[src/rtl/hazard_pkg.sv]
// Shared types and constants for the pipeline hazard / stall controller.
// Holds RV32I opcodes, the shadow-stage entry layout and the memory-wait FSM states.
package hazard_pkg;

  localparam logic [6:0] OP_R      = 7'b0110011;
  localparam logic [6:0] OP_I      = 7'b0010011;
  localparam logic [6:0] OP_LOAD   = 7'b0000011;
  localparam logic [6:0] OP_STORE  = 7'b0100011;
  localparam logic [6:0] OP_BRANCH = 7'b1100011;
  localparam logic [6:0] OP_JAL    = 7'b1101111;
  localparam logic [6:0] OP_JALR   = 7'b1100111;
  localparam logic [6:0] OP_LUI    = 7'b0110111;
  localparam logic [6:0] OP_AUIPC  = 7'b0010111;

  typedef struct packed {
    logic       valid;
    logic [4:0] rd;
    logic       wen;
    logic       is_load;
    logic       is_mem;
  } stage_ent_t;

  typedef enum logic {RUN, WAIT} wait_state_t;

  // One-hot of the destination register for an entry that will write it.
  function automatic logic [31:0] rd_onehot(input stage_ent_t e);
    return (e.valid && e.wen) ? (32'd1 << e.rd) : 32'd0;
  endfunction

endpackage

[src/rtl/inst_class_dec.sv]
// Combinational RV32I instruction classifier: which sources are read,
// whether rd is written, and whether the instruction is a load / memory op.
module inst_class_dec
  import hazard_pkg::*;
(
  input  logic [31:0] i_inst,
  output logic        o_uses_rs1,
  output logic        o_uses_rs2,
  output logic        o_wen,
  output logic        o_is_load,
  output logic        o_is_mem,
  output logic [4:0]  o_rd,
  output logic [4:0]  o_rs1,
  output logic [4:0]  o_rs2
);

  logic w_writes;
  logic w_unused_bits;

  assign o_rd  = i_inst[11:7];
  assign o_rs1 = i_inst[19:15];
  assign o_rs2 = i_inst[24:20];
  assign w_unused_bits = ^{i_inst[31:25], i_inst[14:12]};

  // NOTE: every output of a combinational block gets a default first, so no
  // path through the case can leave a value unassigned and infer a latch.
  always_comb begin
    o_uses_rs1 = 1'b0;
    o_uses_rs2 = 1'b0;
    w_writes   = 1'b0;
    o_is_load  = 1'b0;
    o_is_mem   = 1'b0;
    case (i_inst[6:0])
      OP_R: begin
        o_uses_rs1 = 1'b1;
        o_uses_rs2 = 1'b1;
        w_writes   = 1'b1;
      end
      OP_STORE: begin
        o_uses_rs1 = 1'b1;
        o_uses_rs2 = 1'b1;
        o_is_mem   = 1'b1;
      end
      OP_BRANCH: begin
        o_uses_rs1 = 1'b1;
        o_uses_rs2 = 1'b1;
      end
      OP_I, OP_JALR: begin
        o_uses_rs1 = 1'b1;
        w_writes   = 1'b1;
      end
      OP_LOAD: begin
        o_uses_rs1 = 1'b1;
        w_writes   = 1'b1;
        o_is_load  = 1'b1;
        o_is_mem   = 1'b1;
      end
      OP_LUI, OP_AUIPC, OP_JAL: w_writes = 1'b1;
      default: ;
    endcase
  end

  // Writes to x0 are architecturally discarded, so they never create a hazard.
  assign o_wen = w_writes && (o_rd != 5'd0);

endmodule

[src/rtl/hazard_stall_ctrl.sv]
// Load-use / memory-wait stall controller with EX/MEM/WB shadow pipeline.
// Optional build macro HAZARD_PERF_EN adds saturating lu/mw/flush cycle counters.
module hazard_stall_ctrl
  import hazard_pkg::*;
#(
  parameter int MEM_WAIT_MAX = 255,
  parameter int WAIT_CW      = 8
) (
  input  logic        clk,
  input  logic        rst,
  input  logic [31:0] id_inst,
  input  logic        id_valid,
  input  logic        flush,
  input  logic        mem_ready,
  output logic        stall_if,
  output logic        stall_id,
  output logic        bubble_ex,
  output logic        stall_mem,
  output logic [31:0] pending_mask,
  output logic        mem_timeout
`ifdef HAZARD_PERF_EN
  ,
  output logic [31:0] perf_lu_cnt,
  output logic [31:0] perf_mw_cnt,
  output logic [31:0] perf_flush_cnt
`endif
);

  localparam logic [WAIT_CW-1:0] L_WAIT_MAX = WAIT_CW'(MEM_WAIT_MAX);

  logic        w_uses_rs1, w_uses_rs2, w_wen, w_is_load, w_is_mem;
  logic [4:0]  w_rd, w_rs1, w_rs2;
  logic        w_lu, w_mw;
  stage_ent_t  w_id_ent;
  stage_ent_t  r_ex, r_mem, r_wb;

  wait_state_t        r_state, w_state_nxt;
  logic [WAIT_CW-1:0] r_wait_cnt, w_cnt_nxt;
  logic               r_mem_timeout, w_timeout_nxt;

  inst_class_dec u_dec (
    .i_inst     (id_inst),
    .o_uses_rs1 (w_uses_rs1),
    .o_uses_rs2 (w_uses_rs2),
    .o_wen      (w_wen),
    .o_is_load  (w_is_load),
    .o_is_mem   (w_is_mem),
    .o_rd       (w_rd),
    .o_rs1      (w_rs1),
    .o_rs2      (w_rs2)
  );

  always_comb begin
    w_id_ent = '0;
    if (id_valid) begin
      w_id_ent.valid   = 1'b1;
      w_id_ent.rd      = w_rd;
      w_id_ent.wen     = w_wen;
      w_id_ent.is_load = w_is_load;
      w_id_ent.is_mem  = w_is_mem;
    end
  end

  assign w_lu = id_valid && r_ex.valid && r_ex.is_load && r_ex.wen &&
                ((w_uses_rs1 && (r_ex.rd == w_rs1)) ||
                 (w_uses_rs2 && (r_ex.rd == w_rs2)));
  assign w_mw = r_mem.valid && r_mem.is_mem && !mem_ready;

  // A flush kills the dependent instruction, so it overrides the load-use stall.
  assign stall_mem    = w_mw;
  assign stall_if     = w_mw || (w_lu && !flush);
  assign stall_id     = stall_if;
  assign bubble_ex    = (w_lu || flush) && !w_mw;
  assign pending_mask = (rd_onehot(r_ex) | rd_onehot(r_mem) | rd_onehot(r_wb)) & ~32'd1;
  assign mem_timeout  = r_mem_timeout;

  // NOTE: sequential state uses non-blocking assignments so every register
  // samples the pre-edge values (mem_q <= ex_q; wb_q <= mem_q shift correctly).
  always_ff @(posedge clk) begin
    if (rst) begin
      r_ex  <= '0;
      r_mem <= '0;
      r_wb  <= '0;
    end else if (!w_mw) begin
      r_ex  <= (flush || w_lu) ? stage_ent_t'('0) : w_id_ent;
      r_mem <= r_ex;
      r_wb  <= r_mem;
    end
  end

  always_ff @(posedge clk) begin
    if (rst) begin
      r_state       <= RUN;
      r_wait_cnt    <= '0;
      r_mem_timeout <= 1'b0;
    end else begin
      r_state       <= w_state_nxt;
      r_wait_cnt    <= w_cnt_nxt;
      r_mem_timeout <= w_timeout_nxt;
    end
  end

  always_comb begin
    w_state_nxt   = r_state;
    w_cnt_nxt     = r_wait_cnt;
    w_timeout_nxt = r_mem_timeout;
    case (r_state)
      RUN: begin
        if (w_mw) begin
          w_state_nxt = WAIT;
          w_cnt_nxt   = WAIT_CW'(1);
        end
      end
      WAIT: begin
        if (r_wait_cnt == L_WAIT_MAX) w_timeout_nxt = 1'b1;
        if (mem_ready) begin
          w_state_nxt = RUN;
          w_cnt_nxt   = '0;
        end else if (r_wait_cnt < L_WAIT_MAX) begin
          w_cnt_nxt = r_wait_cnt + WAIT_CW'(1);
        end
      end
      default: w_state_nxt = RUN;
    endcase
  end

`ifdef HAZARD_PERF_EN
  // Only events that actually steer the pipeline are counted (mw > flush > lu).
  always_ff @(posedge clk) begin
    if (rst) begin
      perf_lu_cnt    <= '0;
      perf_mw_cnt    <= '0;
      perf_flush_cnt <= '0;
    end else begin
      if (w_lu && !flush && !w_mw && (perf_lu_cnt != '1)) perf_lu_cnt <= perf_lu_cnt + 32'd1;
      if (w_mw && (perf_mw_cnt != '1)) perf_mw_cnt <= perf_mw_cnt + 32'd1;
      if (flush && !w_mw && (perf_flush_cnt != '1)) perf_flush_cnt <= perf_flush_cnt + 32'd1;
    end
  end
`endif

endmodule
[config.mk]
export PLATFORM = sky130hd
export DESIGN_NAME = hazard_stall_ctrl
export DESIGN_NICKNAME = d
export VERILOG_FILES = /design/src/rtl/hazard_pkg.sv /design/src/rtl/inst_class_dec.sv /design/src/rtl/hazard_stall_ctrl.sv
export SDC_FILE = /design/constraint.sdc
export NUM_CORES = 1
export LEC_CHECK = 0
export CORE_ASPECT_RATIO = 0.7
export CORE_UTILIZATION = 30
export CTS_CLUSTER_SIZE = 40
export DETAILED_ROUTE_END_ITERATION = 12
export SETUP_SLACK_MARGIN = 0.02
export SLEW_MARGIN = 20
export SYNTH_ARGS = -nofsm -noshare
export SYNTH_HDL_FRONTEND = slang
export SYNTH_SLANG_ARGS = --single-unit
export TNS_END_PERCENT = 1
[constraint.sdc]
create_clock -name clk -period 5.5 [get_ports clk]
set_input_delay 1.1 -clock clk [delete_from_list [all_inputs] [get_ports clk]]
set_output_delay 1.1 -clock clk [all_outputs]
set_load 0.01 [all_outputs]
======== Word level (Yosys, flattened, before mapping) ========
Index checks and enable logic that the tools add are counted.
cells by class
  shift operators ......................... 3
  $add $sub $neg .......................... 1
  mux-type cells .......................... 17
  equal/unequal tests ..................... 14
  divide/modulo/power cells ............... 0
  magnitude comparators ................... 1
  $mul .................................... 0
  bitwise operators ....................... 3
  reduce and logical (&&, ||, !) cells .... 27
operators with widths
  operator                count
  $mux W32                3
  $shl A1 B5 Y32 const A  3
  $or A32 B32 Y32         2
  $mux W8                 3
  $eq A7 B6 Y1 const B    3
  $eq A7 B7 Y1 const B    3
  $mux W9                 2
  $pmux W8 S2             1
  $eq A7 B5 Y1 const B    2
  $logic_and A1 B1 Y1     14
  $eq A5 B5 Y1            2
  $add A8 B1 Y8 const B   1
  $eq A8 B8 Y1 const B    1
  $lt A8 B8 Y1 const B    1
  $eq A7 B2 Y1 const B    1
  $mux W1                 7
  $reduce_or A7 Y1        1
  $reduce_or A6 Y1        1
  $reduce_bool A5 Y1      1
  $reduce_and A2 Y1       2
  $logic_not A1 Y1        3
  $logic_or A1 B1 Y1      3
  $ne A3 B2 Y1 const B    1
  $reduce_or A3 Y1        1
  other kinds (4)         4
word-level totals
  input bits .............................. 37
  memories ................................ 0
  flip-flop bits (word level) ............. 34
  ROM bits ................................ 0
  bits in latches ......................... 0
  word-level logic and storage cells ...... 81
  bits in writable memories ............... 0

======== Logic depth before layout (Yosys ltp) ========
Gate-level depths: netlist of run 1.
  depth in word-level cells ............... 8
  mapped depth ............................ 6

======== By module ========
A second synthesis of run 1 with hierarchy kept.
unflattened totals
  cell total of the unflattened synthesis .. 355
  area, all modules ....................... 2,484.9 µm²
by module, submodules not included
  module             times used  seq. area each (µm²)  area each (µm²)  cells an instance
  hazard_stall_ctrl  1           680.7                 2,267.2          325
  inst_class_dec     1           0.0                   217.7            30

======== Worst setup path after synthesis of run 1 ========
No wires, ideal clock.
  path type ............................... input -> output
  from .................................... in id_inst[3]
  to ...................................... out bubble_ex
  cell stages on the path ................. 5
  buffers on the path ..................... 0
  setup slack ............................. 2,182 ps
  arrival time ............................ 2,218 ps
  data required time ...................... 4,400 ps
  cell sequence ........................... and4b_1 -> nand4_2 -> o41ai_2 -> or2_2 -> and2_1
between the ends
  cells in the longest elaborated chain, start to end .. 8
  elaborated cells on any way between the ends .. 16
RTL lines
  what                                                                   RTL line                                          source
  from (decl)                                                            hazard_stall_ctrl.sv:11                           input logic [31:0] id_inst,
  $eq A7 B7 Y1, or another cell as far along                             inst_class_dec.sv:33                              case (i_inst[6:0])
  $reduce_or A6 Y1 (no source line) or $reduce_or A3 Y1 (tied branches)  n/a
  $mux W1                                                                inst_class_dec.sv:33
  $logic_and A1 B1 Y1 (on tied branches)                                 hazard_stall_ctrl.sv:65, hazard_stall_ctrl.sv:66
  $logic_or A1 B1 Y1 *                                                   hazard_stall_ctrl.sv:65                           ((w_uses_rs1 && (r_ex.rd == w_rs1)) ||
  $logic_and A1 B1 Y1 *                                                  hazard_stall_ctrl.sv:64                           assign w_lu = id_valid && r_ex.valid && r_ex.is_load && r_ex.wen &&
  $logic_or A1 B1 Y1 *                                                   hazard_stall_ctrl.sv:73                           assign bubble_ex = (w_lu || flush) && !w_mw;
  $logic_and A1 B1 Y1 *                                                  hazard_stall_ctrl.sv:73
  to (decl)                                                              hazard_stall_ctrl.sv:17                           output logic bubble_ex,
Every way passes the cells marked *; elsewhere a longest branch is shown, timed or not.

======== Final worst setup path of run 1 ========
Same ends and word-level chain as after synthesis.

==> impl_metrics.toml, run 1 <==
[outcome]
run_status = "finished clean"

[worst_setup_path]
rr_endpoint = "r_wait_cnt[7]"
worstPathBufferInverterCount = 2
setup.worst_path.end_class = "primary output"
worst-endpoint-arrival_ns = 3.29
critPathKind = "input port to primary output"
cp.required_ns = 4.40
rr_worst_depth = 7
cp-start-kind = "input port"
rr_startpoint = "r_mem[8]"
worst_path_most_repeated_cell = "sky130_fd_sc_hd__clkdlybuf4s50_1"
slowest_stage = "sky130_fd_sc_hd__clkdlybuf4s50_1"
cpLargestDelayFamily = "simple AND/OR/NAND/NOR gates"
worst-r2r-setup-slack_ns = 3.20
path_max_fanout = 4
critical-path-max-stage-delay_ns = 0.53
chain_of_cells_forming_the_critical_path = "clkdlybuf4s50_1, and4b_1, nand4_2, nor4_1, or2_2, and2_1, clkdlybuf4s50_1"

[clocking]
cts.clk_slew.worst_paths_ns = 0.06
cts_max_path_bufs = 2
cts_num_sinks = 34
worst_skew_pair.late_latency_ns = 0.28
cts_inserted_buffers = 5
tritoncts_clock_tree = "done"
ctsRootBufferMaster = "sky130_fd_sc_hd__clkbuf_8"
postCtsHoldBufs = 0
postCtsSetupBuffers = 0
cts.repair.resized = 0
total_number_of_h_tree_levels = 2

[routing]
drt_first_iter_violations = 291
drt_first_pass_iters = 5
detail_route.wl_per_cell_um = 15.7
finalWirelength_um = 7590
postRouteAntennaNets = 0
route.vias.total = 2627
routed_via_density = 5.43
drc_violation_count_after_routing = 0

[synthesis]
ys_top_cells_by_area = "sky130_fd_sc_hd__dfxtp_1, sky130_fd_sc_hd__nand2_1, sky130_fd_sc_hd__a22oi_1"
syn_area_per_cell_um2 = 7.05
yosys.cell_types.count = 45
mappedNetlistArea_um2 = 2350
postSynthCellCount = 334
synth_edf_count = 0
yosysWarningCount = 0
synth_top_area_frac = 0.289
synth.yosys.seq_area_share = 0.289
mappedNetlistNets = 372
synth-main-ff-cell = "sky130_fd_sc_hd__dfxtp_1"
netlist.top_cell.by_area = "sky130_fd_sc_hd__dfxtp_1"
synthArstFlopShare = 0
ys_seq_elements = 34

[die]
die-area_um2 = 8210
vertical_die_dimension_um = 76.1
effective_utilization_at_floorplan = 0.316
die_width_um = 108
floorplan.rows = 26
design.portCount = 74
core-area_um2 = 7450

[timing]
max_slew_margin = 0.221
final.period_utilization = 0.798
skew_ns = 0.00682
fmax_mhz = 228
post_route_hold_slack_ns = 0.451
rsz0062_at_grt = "false"
max_slew.worst_pin.slew_ns = 1.17
hold_violations = 0
finalMaxSlewViolations = 0
final.setup.tns_ns = 0
setup_viol = 0
fin_crit_ns = 4.39

[cells_and_area]
layout-area-overhead-vs-synth_pct = 32.2
most-common-layout-cells = "sky130_fd_sc_hd__nand2_1, sky130_fd_sc_hd__clkdlybuf4s50_1, sky130_fd_sc_hd__dfxtp_1"
layout_commonest_cell = "sky130_fd_sc_hd__nand2_1"
antennaDiodeCount = 0
design_area_um2 = 3110
final_layout_size_suffix_gt1_frac = 0.0415
finalNetCount = 423
final.fill_count = 769

[worst_hold_path]
timing.hold.worst.start = "r_ex[1]"
timing.hold.worst_path_depth = 2
hold_path.class = "register to register"
whs_endpoint = "r_ex[1]"

[global_routing]
grt_pass1_vias = 2400
gr-total-overflow = 0
grt_antenna_before_repair = 0
grt_first_pass_wirelength_um = 12300
all_layer_global_routing_usage = 0.187
grt_max_degree = 25

[pwr]
ir_worst_vdd_mv = 0.0758
finalPower_uw = 493
power.density_nw_per_um2 = 158
static-leakage-power_nw = 1.11

[job]
max_cap_violations = 0

[placed_design]
placedInstanceArea_um2 = 3020
detailed_place_hpwl_um = 5640
gpl.final_weighted_congestion = 0.889
port_buffers = 62
## cell families after synthesis
group / share of synthesized area
adder cells (fa/ha/maj): 0.00531
AND/OR/NAND/NOR: 0.391
flip-flops: 0.289
AO/OA/AOI/OAI: 0.208
buffers and inverters: 0.0452
XOR/XNOR: 0.0595
other: 0.00159
## sequential cells by signal, summed over array words and instances, names as in the netlist
name         flops
r_ex             9
r_mem            8
r_wait_cnt       8
r_wb             7
mem_timeout      1
r_state          1
## synthesized netlist by cell type (4+ instances only)
| library cell | count |
|---|---|
| sky130_fd_sc_hd__a21oi_1 | 17 |
| sky130_fd_sc_hd__a22o_1 | 5 |
| sky130_fd_sc_hd__a22oi_1 | 23 |
| sky130_fd_sc_hd__a32oi_1 | 5 |
| sky130_fd_sc_hd__clkbuf_1 | 14 |
| sky130_fd_sc_hd__dfxtp_1 | 34 |
| sky130_fd_sc_hd__inv_1 | 5 |
| sky130_fd_sc_hd__nand2_1 | 94 |
| sky130_fd_sc_hd__nand3_1 | 7 |
| sky130_fd_sc_hd__nor2_1 | 27 |
| sky130_fd_sc_hd__nor2b_1 | 7 |
| sky130_fd_sc_hd__nor3_1 | 13 |
| sky130_fd_sc_hd__nor3b_1 | 13 |
| sky130_fd_sc_hd__nor4_1 | 4 |
| sky130_fd_sc_hd__o21ai_0 | 5 |
| sky130_fd_sc_hd__xnor2_1 | 16 |
## tightest hold or removal path: cells and delay by family, from the launching register on
family,cells,cell delay [ns]
compound gates,1,0.06
flops,1,0.32
simple gates,1,0.04
## worst max path at each step
stage	startpoint	endpoint	slack, ns	cells past startpoint
CTS	id_inst[3]	bubble_ex	1.10	7
global placement	id_inst[3]	bubble_ex	1.11	7
floorplan	id_inst[3]	bubble_ex	2.18	5
global route	id_inst[3]	bubble_ex	0.96	7
finish	id_inst[3]	bubble_ex	1.11	7
detailed placement	id_inst[3]	bubble_ex	1.10	7
## cell type report
cell class,instances,area [µm²],share of cell area
inverter,6,22.5,0.00723
sequential,34,681,0.219
timing repair buffer,63,628,0.202
clock inverter,1,5.00,0.00161
clock buffer,7,86.3,0.0277
multi-input combinational,275,1570,0.504
tap,98,123,0.0394
## per-layer routing
layer	wire length, µm	GRT usage
met5	0	0
met1	3840	0.299
met4	27	0.0329
met2	2950	0.249
met3	775	0.0411
## metrics by stage
step	std cells	utilization	worst slack, ns
after floorplan	334	-	2.18
after global placement	476	0.406	1.11
after detailed placement	476	0.406	1.10
after CTS	484	0.418	1.10
after global routing	484	0.418	0.960
final	484	0.418	1.11
## where the power goes
part           switching [mW]  internal (mW)
Combinational          0.0220         0.0277
Clock                  0.0868          0.101
Sequential            0.00633          0.249
Total                   0.115          0.377
(Power assumes the default switching activity.)
==> run 2: changes to the inputs <==
- clock period: 5.5 -> 4.2 ns (I/O delays scaled with it)
==> impl_metrics.toml, run 2 (same netlist as run 1, synthesis figures left out) <==
[cells_and_area]
multi_input_area_um2 = 1570
most-common-layout-cells = "sky130_fd_sc_hd__nand2_1, sky130_fd_sc_hd__clkdlybuf4s50_1, sky130_fd_sc_hd__dfxtp_1"
largest_register_ff_count = 9
regMostFlops = "r_ex"
layout_commonest_cell = "sky130_fd_sc_hd__nand2_1"
layout.core_utilization = 0.420
final.fill_count = 788
layout-area-overhead-vs-synth_pct = 32.8
final_layout_size_suffix_gt1_frac = 0.0464
antennaDiodeCount = 0
reg_top3 = "r_ex x9, r_mem x8, r_wait_cnt x8"
final-seq-area_um2 = 681
finalNetCount = 425

[clocking]
postCtsHoldBufs = 0
cts.repair.resized = 0
cts.clk_slew.worst_paths_ns = 0.06
cts_max_path_bufs = 2
total_number_of_h_tree_levels = 2
cts_inserted_buffers = 5
tritoncts_clock_tree = "done"
worst_skew_pair.late_latency_ns = 0.28
cts_num_sinks = 34
ctsRootBufferMaster = "sky130_fd_sc_hd__clkbuf_8"
postCtsSetupBuffers = 0

[pwr]
power.sequential.fraction = 0.518
ir_worst_vdd_mv = 0.130
p_sw_uw = 151
sw_frac_of_total = 0.234
intPower_uw = 494
static-leakage-power_nw = 1.12
power.density_nw_per_um2 = 206
comb_power_share = 0.101
finalPower_uw = 645
pwr-share-clk = 0.380

[timing]
finalMaxSlewViolations = 0
skew_ns = 0.00602
hold_violations = 0
post_route_hold_slack_ns = 0.465
final.setup.tns_ns = 0
max_slew_margin = 0.328
setup_viol = 0
max_slew.worst_pin.slew_ns = 1.01
rsz0062_at_grt = "false"
fin_crit_ns = 3.90
final.period_utilization = 0.929
fmax_mhz = 256

[routing]
drt_first_pass_iters = 7
drt_first_iter_violations = 252
routed_via_density = 5.40
route.vias.total = 2626
detail_route.wl_per_cell_um = 15.4
finalWirelength_um = 7470
postRouteAntennaNets = 0
drc_violation_count_after_routing = 0

[worst_setup_path]
chain_of_cells_forming_the_critical_path = "clkdlybuf4s50_1, and4b_1, nand4_2, nor4_1, or2_2, and2_1, clkdlybuf4s50_1"
worst-endpoint-arrival_ns = 3.06
setup.worst_path.end_class = "primary output"
critPathKind = "input port to primary output"
cp.required_ns = 3.36
cp.depth = 7
rr_worst_depth = 5
cp-start-kind = "input port"
cpLargestDelayFamily = "simple AND/OR/NAND/NOR gates"
critical-path-max-stage-delay_ns = 0.53
slowest_stage = "sky130_fd_sc_hd__clkdlybuf4s50_1"
worstPathBufferInverterCount = 2
path_max_fanout = 4
worst_path_most_repeated_cell = "sky130_fd_sc_hd__clkdlybuf4s50_1"

[global_routing]
all_layer_global_routing_usage = 0.185
gr-total-overflow = 0
grt_antenna_before_repair = 0
met1_layer_usage_reported_by_global_route = 0.287
grt_util_met3 = 0.0393
grt_use_met2 = 0.263
grt_first_pass_wirelength_um = 12200
layer_with_the_highest_usage = "met1"
grt_pass1_vias = 2411
grt_max_degree = 25

[worst_hold_path]
timing.hold.worst_path_depth = 2
hold_path.class = "register to register"

[outcome]
run_status = "finished clean"

[placed_design]
gpl.final_weighted_congestion = 0.882
port_buffers = 62
detailed_place_hpwl_um = 5600

[job]
max_cap_violations = 0

[die]
effective_utilization_at_floorplan = 0.316
design.portCount = 74
core-area_um2 = 7450
floorplan.rows = 26
die-area_um2 = 8210
vertical_die_dimension_um = 76.1
die_width_um = 108
[run 2: cell types whose count changed in the layout (fill, tap and decap cells not counted)]
| cell | change |
|---|---|
| sky130_fd_sc_hd__buf_4 | +2 |
[run 2: stage by stage]
step	cells	setup slack (ns)	area [µm²]
global route	486	0.167	3130
CTS	486	0.298	3130
detailed placement	478	0.316	3040
global placement	478	0.333	3040
finish	486	0.300	3130
floorplan	334	1.40	2350
[run 2: worst min-delay path, cell delays in order (launching register included)]
cell and delay (ns):
sky130_fd_sc_hd__dfxtp_1 0.32, sky130_fd_sc_hd__nand2_1 0.04, sky130_fd_sc_hd__o21ai_0 0.06
[run 2: final timing paths]
kind                   start        end  slack (ns)
hold reg to reg      r_ex[1]    r_ex[1]        0.47
setup reg to reg     r_ex[5]    r_ex[3]        2.21
setup / recovery  id_inst[3]  bubble_ex        0.30
hold / removal       r_ex[1]    r_ex[1]        0.47
[run 2: per-layer routing]
layer	wire length [µm]	vias to the layer above
li1	-	1292
met1	3820	1218
met2	2910	105
met3	678	11
met4	60	0
met5	0	-
[run 2: power by group through the flow]
stage	combinational (mW)	clock [mW]	sequential [mW]
2_1_floorplan	0.0325	0	0.336
3_3_place_gp	0.0642	0	0.341
3_5_place_dp	0.0650	0	0.341
4_1_cts	0.0657	0.253	0.334
5_1_grt	0.0715	0.267	0.335
6_report	0.0655	0.245	0.334
[run 2: final cells by class]
type                    count  share of cell area
multi-input cells         275               0.501
clock inverters             1             0.00160
well taps                  98              0.0392
flip-flops and latches     34               0.218
clock buffers               7              0.0276
inverters                   6             0.00720
repair buffers             65               0.206
==> run 3: changes to the inputs <==
- SYNTH_HIERARCHICAL: not set -> 1
==> impl_metrics.toml, run 3 <==
[outcome]
run_status = "finished clean"

[global_routing]
grt_first_pass_wirelength_um = 12100
gr-total-overflow = 0
layer_with_the_highest_usage = "met2"
grt_use_met2 = 0.256
grt_util_met3 = 0.0394
met1_layer_usage_reported_by_global_route = 0.238
all_layer_global_routing_usage = 0.169
grt_max_degree = 24
grt_antenna_before_repair = 0
grt_pass1_vias = 2450

[cells_and_area]
antennaDiodeCount = 0
final.fill_count = 804
final-seq-area_um2 = 681
largest_register_ff_count = 9
multi_input_area_um2 = 1560
regMostFlops = "r_ex"
layout_commonest_cell = "sky130_fd_sc_hd__nand2_1"
finalNetCount = 434
final_layout_size_suffix_gt1_frac = 0.0606
layout-area-overhead-vs-synth_pct = 31.7
design_area_um2 = 3270
most-common-layout-cells = "sky130_fd_sc_hd__nand2_1, sky130_fd_sc_hd__clkdlybuf4s50_1, sky130_fd_sc_hd__dfxtp_1"
reg_top3 = "r_ex x9, r_mem x8, r_wait_cnt x8"

[die]
design.portCount = 74
vertical_die_dimension_um = 78.1
die-area_um2 = 8660
floorplan.rows = 27
effective_utilization_at_floorplan = 0.313
core-area_um2 = 7940
die_width_um = 111

[worst_setup_path]
rr_worst_depth = 5
worst-endpoint-arrival_ns = 3.14
path_max_fanout = 3
worst_path_most_repeated_cell = "sky130_fd_sc_hd__clkdlybuf4s50_1"
critPathKind = "input port to primary output"
worstPathBufferInverterCount = 2
setup.worst_path.end_class = "primary output"
cp.depth = 7
cp-start-kind = "input port"
chain_of_cells_forming_the_critical_path = "clkdlybuf4s50_1, nand3b_1, a2111oi_0, nand4_1, o22ai_1, a21o_1, clkdlybuf4s50_1"
critical-path-max-stage-delay_ns = 0.54
slowest_stage = "sky130_fd_sc_hd__clkdlybuf4s50_1"
cpLargestDelayFamily = "buffers and inverters"
cp.required_ns = 3.36

[pwr]
ir_worst_vdd_mv = 0.194
static-leakage-power_nw = 1.15
power.density_nw_per_um2 = 248

[timing]
final.setup.tns_ns = 0
finalMaxSlewViolations = 0
max_slew.worst_pin.slew_ns = 0.996
skew_ns = 0.00533
hold_violations = 0
fmax_mhz = 251
final.period_utilization = 0.948
setup_viol = 0
max_slew_margin = 0.331
fin_crit_ns = 3.98
rsz0062_at_grt = "false"

[synthesis]
yosys.cell_types.count = 46
postSynthCellCount = 355
mappedNetlistArea_um2 = 2480
yosysMostFrequentCell = "sky130_fd_sc_hd__nand2_1"
synth_top_area_frac = 0.274
ys_top_cells_by_area = "sky130_fd_sc_hd__dfxtp_1, sky130_fd_sc_hd__nand2_1, sky130_fd_sc_hd__a22oi_1"
yosysWarningCount = 6
netlist.top_cell.by_area = "sky130_fd_sc_hd__dfxtp_1"
synth-main-ff-cell = "sky130_fd_sc_hd__dfxtp_1"
syn_area_per_cell_um2 = 7.00
synth.yosys.seq_area_share = 0.274
post_synth_most_frequent_cells = "sky130_fd_sc_hd__nand2_1, sky130_fd_sc_hd__dfxtp_1, sky130_fd_sc_hd__a22oi_1"
mappedNetlistNets = 393
ys_seq_elements = 34
synth_edf_count = 0
synthArstFlopShare = 0

[routing]
drt_first_iter_violations = 223
routed_via_density = 5.41
detail_route.wl_per_cell_um = 14.4
drt_first_pass_iters = 5
finalWirelength_um = 7180
postRouteAntennaNets = 0
route.vias.total = 2689
drc_violation_count_after_routing = 0

[clocking]
cts_num_sinks = 34
cts.clk_slew.worst_paths_ns = 0.05
cts_inserted_buffers = 5
postCtsSetupBuffers = 0
cts.repair.resized = 0
cts_max_path_bufs = 2
postCtsHoldBufs = 0
ctsRootBufferMaster = "sky130_fd_sc_hd__clkbuf_16"
tritoncts_clock_tree = "done"
worst_skew_pair.late_latency_ns = 0.28
total_number_of_h_tree_levels = 2

[placed_design]
placedInstanceArea_um2 = 3100
gpl.final_weighted_congestion = 0.835
detailed_place_hpwl_um = 5320
port_buffers = 62

[job]
max_cap_violations = 0

[worst_hold_path]
hold_path.class = "register to register"
timing.hold.worst_path_depth = 2
[run 3: cell types whose count changed after synthesis, sizes merged, moves of 6 or more]
cell   before  now
a22oi      23   29
buf         5   23
nand2      94   73
nand3       7   14
o21ai       6   24
o31ai       1    8
xnor2      16   10
[run 3: path summary, 6_finish.rpt]
kind | start | endpoint | slack, ns
worst max-delay path | id_inst[0] | stall_if | 0.22
worst min-delay path | r_ex[1] | r_ex[1] | 0.44
worst max register to register | r_wait_cnt[0] | r_wait_cnt[2] | 2.22
worst min register to register | r_ex[1] | r_ex[1] | 0.44
[run 3: kinds of logic (layout without fill, tap and decap cells)]
| group | after synthesis | after routing | share of synthesized area |
|---|---|---|---|
| buffers and inverters | 48 | 89 | 0.0997 |
| adder cells (fa/ha/maj) | 1 | 1 | 0.00503 |
| AND/OR/NAND/NOR | 165 | 165 | 0.332 |
| AO/OA/AOI/OAI | 96 | 96 | 0.252 |
| other | 1 | 1 | 0.00151 |
| XOR/XNOR | 10 | 10 | 0.0352 |
| flip-flops | 34 | 34 | 0.274 |
[run 3: cell type report]
type / count / area share
Multi-Input combinational cell: 273 / 0.476
Inverter: 8 / 0.00917
Clock buffer: 6 / 0.0424
Clock inverter: 1 / 0.00917
Sequential cell: 34 / 0.208
Tap cell: 101 / 0.0386
Timing Repair Buffer: 74 / 0.217
[run 3: per-layer routing]
layer	wire [µm]	up-vias	share of wire
met5	0	-	0
met3	581	6	0.081
met4	48	0	0.0067
met1	3500	1244	0.49
li1	-	1337	-
met2	3050	102	0.42
[run 3: worst min-delay path, stage by stage (launching register included)]
cell and delay, ns:
sky130_fd_sc_hd__dfxtp_1 0.32, sky130_fd_sc_hd__nand2_1 0.04, sky130_fd_sc_hd__o21ai_0 0.05
[run 3: through the flow]
stage / util / power, mW / hold slack, ns / worst slack [ns] / std cells
floorplan: - / 0.376 / 0.418 / 1.11 / 355
global placement: 0.391 / 0.401 / 0.428 / 0.271 / 490
detailed placement: 0.391 / 0.402 / 0.437 / 0.187 / 490
CTS: 0.412 / 0.820 / 0.449 / 0.169 / 497
global route: 0.412 / 0.845 / 0.484 / 0.0804 / 497
finish: 0.412 / 0.813 / 0.444 / 0.219 / 497
[run 3: where the power goes]
part	switching, mW	internal [mW]	total, mW
clock network	0.126	0.292	0.418
logic	0.0257	0.0356	0.0613
registers	0.00747	0.327	0.334
